[src/rtl/mem_arbiter.sv]
`timescale 1ns/1ps
// -----------------------------------------------------------------------------
// mem_arbiter
//
// Shares the single-port synchronous data RAM between the Hack CPU data port
// and the screen scanout reader. CPU normally has priority; a saturating wait
// counter lets the video reader take the next slot once it has waited
// VID_DEADLINE cycles while losing to the CPU, so scanout cannot starve.
//
// Optional feature macro: MEMARB_PERF_EN
//   When defined, adds cpu_wait_cnt, a 16-bit saturating count of cycles in
//   which cpu_stall was high. Arbitration and timing are unchanged.
//
// Ports
//   clk, reset            system clock (rising edge), synchronous active-high reset
//   cpu_req/we/addr/wdata CPU request; we/addr/wdata sampled at grant
//   cpu_rdata, cpu_ack    read data (valid in ack cycle of a read), 1-cycle ack
//   cpu_stall             cpu_req & ~cpu_ack (combinational)
//   vid_req/addr          scanout read request; addr sampled at grant
//   vid_rdata, vid_valid  scanout data, 1-cycle valid pulse
//   mem_addr/we/wdata     registered RAM controls
//   mem_rdata             RAM read data, one cycle after the address edge
//   cpu_wait_cnt          stall-cycle counter (MEMARB_PERF_EN only)
// -----------------------------------------------------------------------------
module mem_arbiter #(
    parameter int VID_DEADLINE = 6
) (
    input  logic        clk,
    input  logic        reset,
    input  logic        cpu_req,
    input  logic        cpu_we,
    input  logic [14:0] cpu_addr,
    input  logic [15:0] cpu_wdata,
    output logic [15:0] cpu_rdata,
    output logic        cpu_ack,
    output logic        cpu_stall,
    input  logic        vid_req,
    input  logic [14:0] vid_addr,
    output logic [15:0] vid_rdata,
    output logic        vid_valid,
    output logic [14:0] mem_addr,
    output logic        mem_we,
    output logic [15:0] mem_wdata,
`ifdef MEMARB_PERF_EN
    output logic [15:0] cpu_wait_cnt,
`endif
    input  logic [15:0] mem_rdata
);

    typedef enum logic [2:0] {
        ST_IDLE,
        ST_CPU_ACC,
        ST_CPU_DATA,
        ST_VID_ACC,
        ST_VID_DATA
    } state_t;

    localparam logic [3:0] DEADLINE = 4'(VID_DEADLINE);

    state_t      r_state;
    logic        r_cpu_we;
    logic [14:0] r_mem_addr;
    logic        r_mem_we;
    logic [15:0] r_mem_wdata;
    logic        r_cpu_ack;
    logic        r_vid_valid;
    logic [15:0] r_cpu_rdata;
    logic [15:0] r_vid_rdata;
    logic [3:0]  r_wait_cnt;

    logic w_vid_win;
    logic w_vid_grant;

    // Video wins when it is alone, or when it has waited long enough.
    assign w_vid_win   = vid_req & (~cpu_req | (r_wait_cnt >= DEADLINE));
    assign w_vid_grant = (r_state == ST_IDLE) & w_vid_win;

    always_ff @(posedge clk) begin
        if (reset) begin
            r_state     <= ST_IDLE;
            r_cpu_we    <= 1'b0;
            r_mem_addr  <= '0;
            r_mem_we    <= 1'b0;
            r_mem_wdata <= '0;
            r_cpu_ack   <= 1'b0;
            r_vid_valid <= 1'b0;
            r_cpu_rdata <= '0;
            r_vid_rdata <= '0;
            r_wait_cnt  <= '0;
        end else begin
            r_cpu_ack   <= 1'b0;
            r_vid_valid <= 1'b0;

            // Wait counter: cleared on the video grant edge, otherwise counts
            // (saturating) any cycle video is asking but not being granted.
            if (w_vid_grant) begin
                r_wait_cnt <= '0;
            end else if (vid_req && (r_wait_cnt < DEADLINE)) begin
                r_wait_cnt <= r_wait_cnt + 4'd1;
            end

            case (r_state)
                ST_IDLE: begin
                    if (w_vid_win) begin
                        r_state    <= ST_VID_ACC;
                        r_mem_addr <= vid_addr;
                        r_mem_we   <= 1'b0;
                    end else if (cpu_req) begin
                        r_state     <= ST_CPU_ACC;
                        r_mem_addr  <= cpu_addr;
                        r_mem_wdata <= cpu_wdata;
                        r_mem_we    <= cpu_we;
                        r_cpu_we    <= cpu_we;
                        // A write completes in the access cycle itself.
                        r_cpu_ack   <= cpu_we;
                    end
                end
                ST_CPU_ACC: begin
                    r_mem_we <= 1'b0;
                    if (r_cpu_we) begin
                        r_state <= ST_IDLE;
                    end else begin
                        r_state   <= ST_CPU_DATA;
                        r_cpu_ack <= 1'b1;
                    end
                end
                ST_CPU_DATA: begin
                    r_cpu_rdata <= mem_rdata;
                    r_state     <= ST_IDLE;
                end
                ST_VID_ACC: begin
                    r_state     <= ST_VID_DATA;
                    r_vid_valid <= 1'b1;
                end
                ST_VID_DATA: begin
                    r_vid_rdata <= mem_rdata;
                    r_state     <= ST_IDLE;
                end
                default: r_state <= ST_IDLE;
            endcase
        end
    end

    // Read data passes straight through in the data cycle and is held by the
    // capture register afterwards.
    assign cpu_rdata = (r_state == ST_CPU_DATA) ? mem_rdata : r_cpu_rdata;
    assign vid_rdata = (r_state == ST_VID_DATA) ? mem_rdata : r_vid_rdata;

    assign cpu_ack   = r_cpu_ack;
    assign vid_valid = r_vid_valid;
    assign cpu_stall = cpu_req & ~r_cpu_ack;
    assign mem_addr  = r_mem_addr;
    assign mem_we    = r_mem_we;
    assign mem_wdata = r_mem_wdata;

`ifdef MEMARB_PERF_EN
    logic [15:0] r_perf_cnt;

    always_ff @(posedge clk) begin
        if (reset) begin
            r_perf_cnt <= '0;
        end else if (cpu_stall && (r_perf_cnt != 16'hFFFF)) begin
            r_perf_cnt <= r_perf_cnt + 16'd1;
        end
    end

    assign cpu_wait_cnt = r_perf_cnt;
`endif

endmodule
[config.mk]
export PLATFORM = sky130hd
export DESIGN_NAME = mem_arbiter
export DESIGN_NICKNAME = d
export VERILOG_FILES = /design/src/rtl/mem_arbiter.sv
export SDC_FILE = /design/constraint.sdc
export NUM_CORES = 1
export LEC_CHECK = 0
export ABC_CLOCK_PERIOD_IN_PS = 2500
export CAP_MARGIN = 20
export CORE_ASPECT_RATIO = 1.25
export CORE_MARGIN = 2
export CORE_UTILIZATION = 42
export CTS_BUF_LIST = sky130_fd_sc_hd__clkbuf_8 sky130_fd_sc_hd__clkbuf_16
export DETAILED_ROUTE_END_ITERATION = 7
export PLACE_DENSITY = 0.79
export SYNTH_ARGS = -nofsm -noshare
export SYNTH_HDL_FRONTEND = slang
export SYNTH_SLANG_ARGS = --single-unit
[constraint.sdc]
create_clock -name clk -period 2.5 [get_ports clk]
set_clock_uncertainty 0.15 [all_clocks]
set_input_delay 0.375 -clock clk [delete_from_list [all_inputs] [get_ports clk]]
set_output_delay 0.375 -clock clk [all_outputs]
set_load 0.005 [all_outputs]
# Word level (Yosys, flattened, before mapping)
# Cells that the tools add are included.
# word_totals
output_inout_bits,67
wordCells,49
inputBits,67
ff_bits,74
# classes
mux,16
n_bitwise,7
n_eq_ne,5
n_reduce_logical,8
magnitude_cmp,2
add_sub_neg,1
# op_table
op,count
2-to-1 mux 16 bit,2
2-to-1 mux 15 bit,2
case mux 3 bit (3 select lines),1
"== test 3 x 2 -> 1 bit, second input constant",2
2-to-1 mux 1 bit,6
2-to-1 mux 3 bit,2
"adder 4 x 1 -> 4 bit, second input constant",1
"greater-or-equal comparator 4 x 3 -> 1 bit, second input constant",1
"less-than comparator 4 x 3 -> 1 bit, second input constant",1
case mux 1 bit (2 select lines),2
AND reduction 2 bit,2
nonzero test 2 bit,2
bitwise AND 1 bit,3
"== test 3 x 1 -> 1 bit, second input constant",1
"== test 3 bit, second input constant",1
zero test 3 bit,1
"inequality test 3 bit, second input constant",1
inverter 1 bit,3
AND reduction 3 bit,1
2-to-1 mux 2 bit,1
OR reduction 2 bit,1
logical AND 1 bit,1
OR 1 bit,1

# Longest topological paths before layout
# depth
word_depth,5
depth_mapped,7

# Least setup slack after synthesis
# Ideal clock, no wire load.
# synth_path
path_kind,register to register
from,register r_state[2]
to,register r_mem_we (netlist: mem_we)
arrival_time_ps,1778
stages_incl_launch_ff,7
setup_slack_ps,485
required_ps,2264
cell_sequence,dfxtp_1 > buf_2 > or4b_1 > buf_2 > buf_6 > a2111o_1 > a221oi_2
# synth_via
elab_chain_len,3
# synth_lines
item,line_no,source
from (decl),60,state_t r_state;
from (signal assigned),80,r_state <= ST_IDLE;
from (signal assigned),105,r_state <= ST_VID_ACC;
from (signal assigned),109,r_state <= ST_CPU_ACC;
zero test 3 bit / == test 3 x 1 -> 1 bit (equally long branches),102,case (r_state)
inequality test 3 bit (no line) / nonzero test 2 bit (equally long branches),n/a,
AND reduction 2 bit (no line),n/a,
to (signal assigned),112,r_mem_we <= cpu_we;
to (decl),63,logic r_mem_we;
# Parallel ways exist; a longest one is shown, timed or not.
# A chain may end at the register's enable or synchronous reset.

# Worst setup path in the final report
# layout_path
from,register r_state[2]
to,output vid_rdata[10]
# layout_via
elab_chain_len,2
# layout_lines
item,line_no,source
== test 3 bit,147,assign vid_rdata = (r_state == ST_VID_DATA) ? mem_rdata : r_vid_rdata;
2-to-1 mux 16 bit,n/a,
to (decl),39,"output logic [15:0] vid_rdata,"
# Every way passes these cells.

==> results.json <==
{
  "worst_pin_slew_ns": 0.834,
  "hold_buffers": 0,
  "reg2reg_to": "mem_addr[0]$_SDFFE_PP0P_",
  "ys_seq_elements": 74,
  "crit_required_ns": 1.98,
  "num_vias": 2883,
  "wl_um": 8660,
  "cts_root_buf": "clkbuf_8",
  "reg2reg_from": "r_state[2]$_SDFFE_PP0P_",
  "whs_path_depth": 2,
  "yosysMostFrequentCell": "dfxtp_1",
  "critPathSlowestCell": "clkdlybuf4s50_1",
  "synth_cell_type_count": 35,
  "synth_top_area_share": 0.453,
  "synth_nets": 390,
  "syn_area_per_cell_sq_um": 10.2,
  "drc": 0,
  "antenna_found_initial": 0,
  "grt_max_degree": 60,
  "worstPathMaxFanout": 16,
  "viasPerCell": 5.23,
  "min_period_over_period": 0.985,
  "overflow": 0,
  "synth_edf_count": 0,
  "maxSlewHeadroom": 0.444,
  "clockBufferDepth": 2,
  "hold_end": "mem_wdata[14]$_SDFFE_PP0P_",
  "grt_pass1_vias": 2936,
  "worstSetupPathType": "flop to output port",
  "timing.setup.tns_ns": 0,
  "hold_viol": 0,
  "synth_ff_type": "dfxtp_1",
  "fmax_ghz": 0.406,
  "fin_area_sq_um": 5030,
  "hold_path.class": "flop to flop",
  "yosysTopAreaCell": "dfxtp_1",
  "dr.pass1.iters": 4,
  "cts_tree": "built",
  "die_area_sq_um": 8500,
  "drt_iter0_drc": 139,
  "final_util": 0.676,
  "fin_crit_ns": 2.46,
  "routedWlPerCell_um": 15.7,
  "cts.sinks": 74,
  "hold_ws_ns": 0.325,
  "rrSetupSlack_ns": 0.40,
  "grt_use_total": 0.202,
  "setup_viol": 0,
  "die_h_um": 103,
  "hold_start": "mem_wdata[14]$_SDFFE_PP0P_",
  "cts_htree_levels": 3,
  "cp.arrival_ns": 1.94,
  "pin_count": 134,
  "dp_hpwl_um": 6050,
  "areaGrowthSynthToFinish_pct": 54.1,
  "core_sq_um": 7440,
  "die_x_um": 82.9,
  "ir_worst_vdd_mv": 0.328,
  "synth_commonest_cells": "dfxtp_1, nand2b_1, nor2b_1, a2111oi_0",
  "yosysWarnings": 0,
  "grt_pass1_wl_um": 14000,
  "netlist_instances": 321,
  "status": "completed",
  "clk_pin_slew_ns": 0.07,
  "rsz0062_at_grt": "true",
  "drive_gt1_frac": 0.122,
  "cts_buffers": 9,
  "power.density_nw_per_um2": 560,
  "synth_area_sq_um": 3270,
  "io_buffers": 133,
  "nets": 524,
  "p_leak_nw": 2.33,
  "maxSlewViolCount": 0,
  "path_cells": "nor3b_4 -> buf_12 -> mux2_1 -> clkdlybuf4s50_1",
  "clkLatencyLatePin_ns": 0.34,
  "drv_cap": 0,
  "postPlaceCellArea_sq_um": 4750,
  "setup.worst_path.start_class": "flop",
  "crit_path_end_kind": "output port",
  "critical-path-max-stage-delay_ns": 0.45,
  "row_count": 35,
  "gp_congestion": 0.796,
  "synthTopCellsByArea": "dfxtp_1, a2111oi_0, mux2_1",
  "ys_async_sr_fraction": 0,
  "ant_nets": 0,
  "start_util": 0.439,
  "ys_seq_area_frac": 0.453,
  "antenna_cells": 0,
  "r2r_cells": 5
}
## worst max-delay path, delay by kind of cell, from the launching register on
family | cells | cell delay (ns)
mux | 1 | 0.35
flops | 1 | 0.37
buf+inv | 2 | 0.64
simple gates | 1 | 0.24
## kinds of logic (layout without fill, tap and decap cells)
family / after synthesis / count (layout) / share of synthesized area
buffers and inverters: 34 / 172 / 0.0471
multiplexers: 48 / 48 / 0.159
flip-flops: 74 / 74 / 0.453
AO/OA/AOI/OAI: 63 / 63 / 0.146
AND/OR/NAND/NOR: 100 / 100 / 0.187
adder cells (fa/ha/maj): 2 / 2 / 0.00766
## final cells by class
| class | instances | area (sq um) |
|---|---|---|
| Tap cell | 92 | 115 |
| Timing Repair Buffer | 152 | 1560 |
| Clock buffer | 10 | 138 |
| Multi-Input combinational cell | 213 | 1660 |
| Inverter | 5 | 18.8 |
| Sequential cell | 74 | 1490 |
| Fill cell | 572 | 2410 |
| Clock inverter | 5 | 47.5 |
## registers in the layout, indices dropped and copies added (netlist names)
register / cells
r_wait_cnt: 4
r_cpu_rdata: 16
r_vid_rdata: 16
r_cpu_we: 1
mem_we: 1
cpu_ack: 1
mem_addr: 15
vid_valid: 1
mem_wdata: 16
r_state: 3
## cell usage in the layout, fill, tap and decap left out, types with 17 or more instances in the layout
cell type / synthesis / routed
a21oi_1: 18 / 18
nor2b_1: 33 / 33
nand2b_1: 36 / 36
clkdlybuf4s50_1: 0 / 103
mux2_1: 20 / 18
dfxtp_1: 74 / 71
a2111oi_0: 31 / 31
nor2_1: 17 / 17
dlymetal6s2s_1: 0 / 25
## layer usage
| layer | up-vias | wire length (um) | GRT usage |
|---|---|---|---|
| met2 | 108 | 4360 | 0.350 |
| met3 | 14 | 683 | 0.0633 |
| li1 | 1417 | - | - |
| met5 | - | 0 | 0 |
| met4 | 0 | 182 | 0.0870 |
| met1 | 1344 | 3430 | 0.233 |
## report_power, final
group	total, mW	switching, mW	internal [mW]	leakage, nW
sequential	1.30	0.0461	1.26	0.606
combinational	0.617	0.243	0.374	1.62
clock	0.898	0.425	0.473	0.105
total	2.82	0.714	2.11	2.33
## how the worst max path moves through the flow
stage / startpoint / endpoint / slack (ns) / cells past startpoint
after floorplan: r_state[2]$_SDFFE_PP0P_ / mem_we$_SDFFE_PP0P_ / 0.49 / 6
after global placement: cpu_req / mem_wdata[13]$_SDFFE_PP0P_ / 0.14 / 6
after detailed placement: cpu_req / mem_wdata[15]$_SDFFE_PP0P_ / 0.09 / 6
after CTS: r_state[2]$_SDFFE_PP0P_ / vid_rdata[6] / -0.007 / 4
after global routing: r_state[2]$_SDFFE_PP0P_ / vid_rdata[8] / -0.04 / 4
final: r_state[2]$_SDFFE_PP0P_ / vid_rdata[10] / 0.04 / 4
## through the flow
| stage | std cells | setup slack (ns) | total power [mW] |
|---|---|---|---|
| floorplan | 321 | 0.485 | 1.59 |
| global placement | 534 | 0.137 | 1.94 |
| detailed placement | 534 | 0.0874 | 1.95 |
| CTS | 549 | -0.00723 | 2.85 |
| global route | 551 | -0.0384 | 2.96 |
| finish | 551 | 0.0379 | 2.82 |
## timing repair
action / in CTS / in global routing
endpoints found under the setup margin: 32 / 28
resized for setup: 12 / 26
setup buffers: 0 / 2
Power figures use the tool's default switching activity.
